<file path="config.mk">
export PLATFORM = sky130hd
export DESIGN_NAME = fetch_ctrl_flat
export DESIGN_NICKNAME = d
export VERILOG_FILES = /design/src/rtl/fetch_ctrl_if.sv /design/src/rtl/fetch_ctrl.sv /design/src/flat_wrapper.sv
export SDC_FILE = /design/constraint.sdc
export NUM_CORES = 1
export LEC_CHECK = 0
export ABC_CLOCK_PERIOD_IN_PS = 2900
export CAP_MARGIN = 15
export CORE_ASPECT_RATIO = 0.75
export CORE_UTILIZATION = 30
export DETAILED_ROUTE_END_ITERATION = 8
export PLACE_DENSITY_LB_ADDON = 0.12
export SYNTH_ARGS = -nofsm -noshare
export SYNTH_HDL_FRONTEND = slang
export SYNTH_SLANG_ARGS = --single-unit
export TNS_END_PERCENT = 30
</file>
<file path="constraint.sdc">
create_clock -name clk -period 2.9 [get_ports clk]
set_clock_uncertainty 0.05 [all_clocks]
set_input_delay 0.58 -clock clk [delete_from_list [all_inputs] [get_ports clk]]
set_output_delay 0.58 -clock clk [all_outputs]
set_load 0.1 [all_outputs]
</file>
<file path="src/rtl/fetch_ctrl_if.sv">
// Fetch-stage bus: imem request/response, hazard inputs and IF register drive.
// Latency: none, plain wires.
// Backpressure: imem_rdy throttles accepts; stall freezes the fetch stage.
interface fetch_ctrl_if;
    // Instruction memory side
    logic        imem_rdy;
    logic [15:0] imem_data;
    logic [7:0]  imem_addr;
    logic        imem_req;
    // Later-stage control
    logic        stall;
    logic        br_taken;
    logic [7:0]  br_target;
    // IF pipeline register drive
    logic        if_en;
    logic [7:0]  pc2;
    logic [15:0] inst;
    // Status
    logic        imem_err;
    logic        halted;

    // Fetch sequencer view
    modport master (
        input  imem_rdy, imem_data, stall, br_taken, br_target,
        output imem_addr, imem_req, if_en, pc2, inst, imem_err, halted
    );

    // Environment view (memory, hazard unit, IF register)
    modport slave (
        output imem_rdy, imem_data, stall, br_taken, br_target,
        input  imem_addr, imem_req, if_en, pc2, inst, imem_err, halted
    );
endinterface

</file>
<file path="src/rtl/fetch_ctrl.sv">
// Fetch sequencer: owns the PC, requests imem, loads the IF register, bubbles on redirect.
// Latency: accepted word reaches the IF register at the edge ending the accept cycle.
// Backpressure: stall holds pc with no request; imem_rdy=0 holds pc and counts toward imem_err.
// Optional: FETCH_HALT_EN adds a HALT state entered after fetching an opcode 4'hF word.
module fetch_ctrl (
    input  logic          clk,
    input  logic          rst,
    fetch_ctrl_if.master  bus
);

`ifdef FETCH_HALT_EN
    typedef enum logic {ST_FETCH, ST_HALT} state_t;
`else
    typedef enum logic {ST_FETCH} state_t;
`endif

    localparam logic [3:0] WAIT_MAX = 4'hF;

    state_t      state, state_nx;
    logic [7:0]  pc, pc_nx;
    logic [3:0]  wait_cnt, wait_cnt_nx;
    logic        err, err_nx;

    logic        req;
    logic        load;
    logic [15:0] inst_c;
    logic [7:0]  pc2_c;
    logic        halt_st;

`ifdef FETCH_HALT_EN
    assign halt_st = (state == ST_HALT);
`else
    assign halt_st = 1'b0;
`endif

    // Register update: pc, state, wait counter and sticky timeout flag.
    always_ff @(posedge clk) begin
        if (rst) begin
            state    <= ST_FETCH;
            pc       <= 8'h00;
            wait_cnt <= 4'h0;
            err      <= 1'b0;
        end else begin
            state    <= state_nx;
            pc       <= pc_nx;
            wait_cnt <= wait_cnt_nx;
            err      <= err_nx;
        end
    end

    // Next-state and IF-register drive; priority is rst, redirect, stall, accept.
    always_comb begin
        state_nx    = state;
        pc_nx       = pc;
        wait_cnt_nx = wait_cnt;
        err_nx      = err;
        req         = 1'b0;
        load        = 1'b0;
        inst_c      = 16'h0000;
        pc2_c       = 8'h00;

        if (rst) begin
            // Registers are reset by the sequential block; outputs stay quiet.
            wait_cnt_nx = 4'h0;
        end else if (bus.br_taken) begin
            // Load a NOP bubble into IF and restart at the halfword-aligned target.
            load        = 1'b1;
            pc_nx       = bus.br_target & 8'hFE;
            state_nx    = ST_FETCH;
            wait_cnt_nx = 4'h0;
        end else if (bus.stall) begin
            // Freeze: no request, pc holds so the same word is refetched on release.
            wait_cnt_nx = 4'h0;
        end else if (halt_st) begin
            // Parked until a redirect or reset.
            wait_cnt_nx = wait_cnt;
        end else begin
            req = 1'b1;
            if (bus.imem_rdy) begin
                load        = 1'b1;
                inst_c      = bus.imem_data;
                pc2_c       = pc + 8'd2;
                pc_nx       = pc + 8'd2;
                wait_cnt_nx = 4'h0;
`ifdef FETCH_HALT_EN
                if (bus.imem_data[15:12] == 4'hF) begin
                    state_nx = ST_HALT;
                end
`endif
            end else if (wait_cnt != WAIT_MAX) begin
                wait_cnt_nx = wait_cnt + 4'd1;
            end
        end

        // The flag latches on the edge where the counter hits its ceiling.
        if (wait_cnt_nx == WAIT_MAX) begin
            err_nx = 1'b1;
        end
    end

    // During reset the outputs already show their reset values.
    assign bus.imem_addr = rst ? 8'h00 : pc;
    assign bus.imem_req  = req;
    assign bus.if_en     = load;
    assign bus.inst      = inst_c;
    assign bus.pc2       = pc2_c;
    assign bus.imem_err  = rst ? 1'b0 : err;
    assign bus.halted    = rst ? 1'b0 : halt_st;

endmodule

</file>
<file path="src/flat_wrapper.sv">
// flat-port wrapper written by rule: the top's interface ports become plain ports
module fetch_ctrl_flat 
  (clk, rst, bus_imem_rdy, bus_imem_data, bus_stall, bus_br_taken, bus_br_target, bus_imem_addr, bus_imem_req, bus_if_en, bus_pc2, bus_inst, bus_imem_err, bus_halted);
  fetch_ctrl_if bus_i ();
  input  logic clk;
  input  logic rst;
  input wire logic [$bits(bus_i.imem_rdy)-1:0] bus_imem_rdy;
  input wire logic [$bits(bus_i.imem_data)-1:0] bus_imem_data;
  input wire logic [$bits(bus_i.stall)-1:0] bus_stall;
  input wire logic [$bits(bus_i.br_taken)-1:0] bus_br_taken;
  input wire logic [$bits(bus_i.br_target)-1:0] bus_br_target;
  output wire logic [$bits(bus_i.imem_addr)-1:0] bus_imem_addr;
  output wire logic [$bits(bus_i.imem_req)-1:0] bus_imem_req;
  output wire logic [$bits(bus_i.if_en)-1:0] bus_if_en;
  output wire logic [$bits(bus_i.pc2)-1:0] bus_pc2;
  output wire logic [$bits(bus_i.inst)-1:0] bus_inst;
  output wire logic [$bits(bus_i.imem_err)-1:0] bus_imem_err;
  output wire logic [$bits(bus_i.halted)-1:0] bus_halted;
  assign bus_i.imem_rdy = bus_imem_rdy;
  assign bus_i.imem_data = bus_imem_data;
  assign bus_i.stall = bus_stall;
  assign bus_i.br_taken = bus_br_taken;
  assign bus_i.br_target = bus_br_target;
  assign bus_imem_addr = bus_i.imem_addr;
  assign bus_imem_req = bus_i.imem_req;
  assign bus_if_en = bus_i.if_en;
  assign bus_pc2 = bus_i.pc2;
  assign bus_inst = bus_i.inst;
  assign bus_imem_err = bus_i.imem_err;
  assign bus_halted = bus_i.halted;
  fetch_ctrl u_core (.clk(clk), .rst(rst), .bus(bus_i));
endmodule
</file>
==> metrics.txt, run 1 <==
outcome=finished, final reports clean; Max Freq=361 MHz; Sink Count=12; GR peak layer=met2; critical path's slowest cell=clkdlybuf4s50_1; final core utilization=0.705; layout cells sized above 1=0.287; worst hold path class=register to register; dpl ws=0.145 ns; global route overflow=0; PwrDens=313 nW/um^2; clk buf depth=2; Final period util=0.954; Die Y=49.7 um; Worst-path clk slew=0.06 ns; hpwl dp=2410 um; post-synth top area share=0.264; Avg Cell Area, Syn=between 7 and 8 um^2; CTS Hold Bufs=0; H-tree Lvls=1; post-layout min period=2.77 ns; WP depth=5; largest net degree at the start of global routing=18; Vias=between 1k and 1.5k; DIE AREA=3260 um^2; Worst setup startpoint=bus_stall; vias in the first global route=between 1k and 1.5k; post-synth top area cell=dfxtp_1; # rows=16; Post-CTS Setup Repair Bufs=0; multi-input logic area=about 620 um^2; worst stage delay on the critical path=0.48 ns; CTS root buffer=clkbuf_8; global-route wire length before repair=4660 um; Setup CP Type=input pin to primary output; initial DRC count=65; post-CTS resize count=0; Port Buf Inserts=60; CTS Buf Count=3; Critical path buffers and inverters=2; Fill cells=196; Reg area=240 um^2; critical path data arrival time=between 2 and 2.5 ns; Post-Syn Instances=116; DRC=0; EDFF count, synth=0; Post-synth top cells=and2_1 (17), dfxtp_1 (12), nor2_1 (12), nor2b_1 (8), a21oi_1 (6); largest cells by area after synthesis=dfxtp_1 (26%), and2_1 (12%), nor2b_1 (5.5%); CP Cell Sequence=clkdlybuf4s50_1 -> nand2b_4 -> or3_1 -> nor2_1 -> buf_12; GRT Resource Usage Total=0.191; worst setup path endpoint=bus_pc2[1]; later-pin clock latency in the skew report=0.24 ns; # Max-Cap Violations=0; total I/O pin count=65; DR WL/cell=13.3 um; Fin. Hold Viols=0; met3 Use GR=0.0995; met1 layer usage reported by global route=0.204; met2 Use GR=0.318; Critical Path Source Type=input pin; Distinct cells, synth=30; Slew Viols, Final=0; antenna violations before repair=0; Max rail drop VDD=between 0.1 and 0.15 mV; Worst Setup End Kind=primary output; count leader, synth=and2_1; detail-routed via count per cell=4.88; Yosys warnings=0; prevailing post-synth register cell=dfxtp_1; Post-Route WL=between 2000 and 3000 um; TritonCTS clock tree=yes; area growth from synthesis to layout=112%; Post-Syn Area=911 um^2; critical path peak fanout=6; R2R Setup Slk=1.31 ns; Worst Path Required=roughly 2.3 ns; core area=2740 um^2; register bit total from synthesis=12; ys async rst share=0; RD Place Congestion=0.740; # setup viols final=0; Crit path max-delay family=simple AND/OR/NAND/NOR gates; setup ws final=0.132 ns; post-route ant nets=0; RSZ-0062 raised after global routing=no; Worst Reg-to-Reg Cells=4; 1st-pass router iterations=4; reg2reg end=u_core.pc[5]$_SDFFE_PP0P_; Nets=210; Leak=around 0.00074 uW; register area share after synthesis=0.264; die width=65.6 um; hold slack=about 0.49 ns; Antenna Diode Count=0; Initial Util=0.332; FF-to-FF Start=u_core.pc[1]$_SDFFE_PP0P_
stage by stage:
stage	cells	power (uW)	TNS (ns)	cell area, um^2
final	214	605	0	1930
after global routing	214	625	0	1930
after CTS	214	608	0	1930
after detailed placement	210	425	0	1880
after global placement	210	422	0	1880
after floorplan	118	326	-2.28	918
report_power, final:
part / switching, uW / internal (uW) / leakage, uW
sequential: 10.3 / 172 / 0.0000985
clock: 63.9 / 120 / 0.0000288
combinational: 142 / 95.9 / 0.000608
total: 216 / 388 / 0.000735
metal layers:
metal / share of wire / wire, um
met3: 0.13 / 356
met4: 0.013 / 37
met1: 0.37 / 1040
met2: 0.49 / 1410
met5: 0 / 0
cell type report:
type                    count  area share
well taps                  36      0.0233
multi-input cells          95       0.319
flip-flops and latches     12       0.124
repair buffers             65       0.501
clock buffers               4      0.0285
inverters                   2     0.00388
sequential cells by signal, indices dropped and copies added, names as in the netlist:
| register | flops |
|---|---|
| u_core.err | 1 |
| u_core.pc | 7 |
| u_core.wait_cnt | 4 |
logic make-up (layout without fill, tap and decap cells):
| kind of cell | count (synthesis) | in the layout | synth area share |
|---|---|---|---|
| compound gates | 18 | 18 | 0.125 |
| xor+xnor | 8 | 8 | 0.0769 |
| fa+ha+maj | 2 | 2 | 0.0275 |
| buf+inv | 11 | 71 | 0.0673 |
| flops | 12 | 12 | 0.264 |
| mux | 2 | 2 | 0.0220 |
| other cells | 1 | 3 | 0.00412 |
| simple gates | 62 | 62 | 0.413 |
how the worst min path moves through the flow:
stage	cells after the start	end	startpoint
2_1_floorplan	2	u_core.wait_cnt[1]$_SDFF_PP0_	u_core.wait_cnt[1]$_SDFF_PP0_
3_3_place_gp	2	u_core.wait_cnt[1]$_SDFF_PP0_	u_core.wait_cnt[1]$_SDFF_PP0_
3_5_place_dp	2	u_core.wait_cnt[3]$_SDFF_PP0_	u_core.wait_cnt[3]$_SDFF_PP0_
4_1_cts	2	u_core.wait_cnt[3]$_SDFF_PP0_	u_core.wait_cnt[3]$_SDFF_PP0_
5_1_grt	2	u_core.wait_cnt[1]$_SDFF_PP0_	u_core.wait_cnt[1]$_SDFF_PP0_
6_report	2	u_core.wait_cnt[1]$_SDFF_PP0_	u_core.wait_cnt[1]$_SDFF_PP0_
worst register-to-register path: cells and delay by family, from the launching register on:
kind / cells / cell delay, ns
and+or+nand+nor: 2 / 0.49
DFF: 1 / 0.41
AOI/OAI and AO/OA: 1 / 0.27
adders and majority gates: 1 / 0.27
layout by cell type (no fill, tap or decap), types with 2 or more instances in the layout:
master	count
buf_12	33
clkdlybuf4s50_1	27
and2_1	17
nor2_1	12
dfxtp_1	12
nor2b_1	8
a21oi_1	6
nor3_2	5
nand2_1	5
or3_1	5
xnor2_1	5
a211oi_1	5
buf_4	5
o21ai_0	4
clkbuf_8	4
xor2_1	3
conb_1	3
nand3_2	2
inv_1	2
a311oi_1	2
mux2i_1	2
nand3_1	2
ha_1	2
No activity file was read; power rests on OpenSTA's default activity.
==> run 2, diff against run 1 <==
--- a/config.mk
+++ b/config.mk
@@ -8,7 +8,7 @@
 export ABC_CLOCK_PERIOD_IN_PS = 2900
 export CAP_MARGIN = 15
 export CORE_ASPECT_RATIO = 0.75
-export CORE_UTILIZATION = 30
+export CORE_UTILIZATION = 37
 export DETAILED_ROUTE_END_ITERATION = 8
 export PLACE_DENSITY_LB_ADDON = 0.12
 export SYNTH_ARGS = -nofsm -noshare
==> run 2 against run 1 <==
Against the previous run:
- sequential share of layout area grew 0.23 points
- utilization grew 12 points
- power shrank 13%
- largest cell class unchanged
- worst hold slack lost 0.0020 ns
- final cell count shrank 1.4%
- non-clock buffer count is the same
- first-iteration DRC count shrank 28%
- setup slack gained 0.012 ns
- highest routed layer unchanged
==> metrics.txt, run 2 (synthesis results as in run 1) <==
total I/O pin count=65; FF-to-FF Start=u_core.pc[1]$_SDFFE_PP0P_; max reg flops=7; RSZ-0062 raised after global routing=no; Antenna Diode Count=0; DRC=0; # setup viols final=0; Worst Reg-to-Reg Cells=4; hold slack=0.489 ns; DIE AREA=2670 um^2; CTS root buffer=clkbuf_4; Worst Setup End Kind=primary output; Slew Viols, Final=0; reg2reg end=u_core.pc[5]$_SDFFE_PP0P_; commonest non-fill, non-tap cell in the layout=buf_12; largest net degree at the start of global routing=18; critical path data arrival time=2.13 ns; worst setup path endpoint=bus_inst[10]; R2R Setup Slk=1.29 ns; core area=2310 um^2; area growth from synthesis to layout=108%; post-route ant nets=0; Post-CTS Setup Repair Bufs=0; Initial Util=0.395; Sink Count=12; Setup CP Type=input pin to primary output; sequential power share=0.347; RD Place Congestion=0.716; TritonCTS clock tree=yes; most frequent cells in the layout=buf_12 (33), clkdlybuf4s50_1 (27), and2_1 (17), nor2_1 (12), dfxtp_1 (12); # Max-Cap Violations=0; post-layout min period=around 2.8 ns; worst hold path class=register to register; Worst setup startpoint=bus_stall; H-tree Lvls=1; CTS Buf Count=3; cell-internal power=approximately 320 uW; post-CTS resize count=0; initial DRC count=47; PwrDens=about 280 nW/um^2; # rows=15; die width=59.3 um; Worst Path Required=2.27 ns; Die Y=about 45 um; vias in the first global route=1048; top flop regs=u_core.pc: 7 flops, u_core.wait_cnt: 4 flops, u_core.err: 1 flops; DR WL/cell=14.3 um; Post-Route WL=3020 um; later-pin clock latency in the skew report=0.28 ns; Final period util=0.950; clk buf depth=2; Max rail drop VDD=0.271 mV; global-route wire length before repair=4860 um; Clock Power Share=0.200; GRT Resource Usage Total=0.248; detail-routed via count per cell=4.98; Leak=just over 0.0007 uW; Worst-path clk slew=0.07 ns; net switching fraction of the power=0.401; global route overflow=0; Hold Crit Start=u_core.wait_cnt[1]$_SDFF_PP0_; outcome=finished, final reports clean; critical path peak fanout=17; Fin. Hold Viols=0; hpwl dp=about 2500 um; antenna violations before repair=0; Port Buf Inserts=60; combinational power share=0.453; final core utilization=0.822; sw power=212 uW; layout cells sized above 1=0.282; Nets=between 200 and 250; Most flops, register=u_core.pc; 1st-pass router iterations=4; Vias=approximately 1.1k; Max Freq=363 MHz; CTS Hold Bufs=0; Critical Path Source Type=input pin
-- run 2: changes by cell type in the layout (fill, tap and decap cells not counted), sizes merged --
| cell | change |
|---|---|
| clkbuf | -1 |
-- run 2: how the worst min path moves through the flow --
stage / depth (start not counted) / endpoint / slack, ns
floorplan: 2 / u_core.wait_cnt[1]$_SDFF_PP0_ / 0.44
global placement: 2 / u_core.wait_cnt[1]$_SDFF_PP0_ / 0.45
detailed placement: 2 / u_core.wait_cnt[1]$_SDFF_PP0_ / 0.48
CTS: 2 / u_core.wait_cnt[1]$_SDFF_PP0_ / 0.49
global route: 2 / u_core.wait_cnt[1]$_SDFF_PP0_ / 0.53
finish: 2 / u_core.wait_cnt[1]$_SDFF_PP0_ / 0.49
-- run 2: worst max-delay path, cell delays in order --
cell and delay, ns:
clkdlybuf4s50_1 0.47, nand2b_4 0.17, buf_4 0.17, nor3_2 0.12
buf_4 0.21, and2_1 0.21, buf_12 0.19
-- run 2: final cells by class --
| cell class | count | area [um^2] |
|---|---|---|
| timing repair buffer | 65 | 968 |
| inverter | 2 | 7.51 |
| tap | 34 | 42.5 |
| clock buffer | 3 | 22.5 |
| sequential | 12 | 240 |
| fill | 140 | 410 |
| multi-input combinational | 95 | 617 |
-- run 2: power groups by stage --
stage	logic, uW	clock network (uW)	registers, uW
floorplan	142	0	184
global placement	234	0	186
detailed placement	239	0	186
CTS	240	106	182
global route	248	115	184
finish	239	106	183
-- run 2: per-stage QoR --
step                setup WS [ns]  cell area, um^2  total power [uW]  cells  setup TNS, ns
detailed placement          0.157             1880               426    208              0
global placement            0.177             1880               420    208              0
finish                      0.144             1900               528    211              0
floorplan                  -0.489              918               326    118          -2.28
global route               0.0438             1900               548    211              0
CTS                         0.156             1900               528    211              0
-- run 2: layer usage --
metal  track usage  vias to the layer above  part of all wire
met5             0                        -                 0
met4        0.0810                        0             0.019
met3        0.0573                        8             0.051
met2         0.461                       41              0.55
met1         0.281                      490              0.38
li1              -                      511                 -
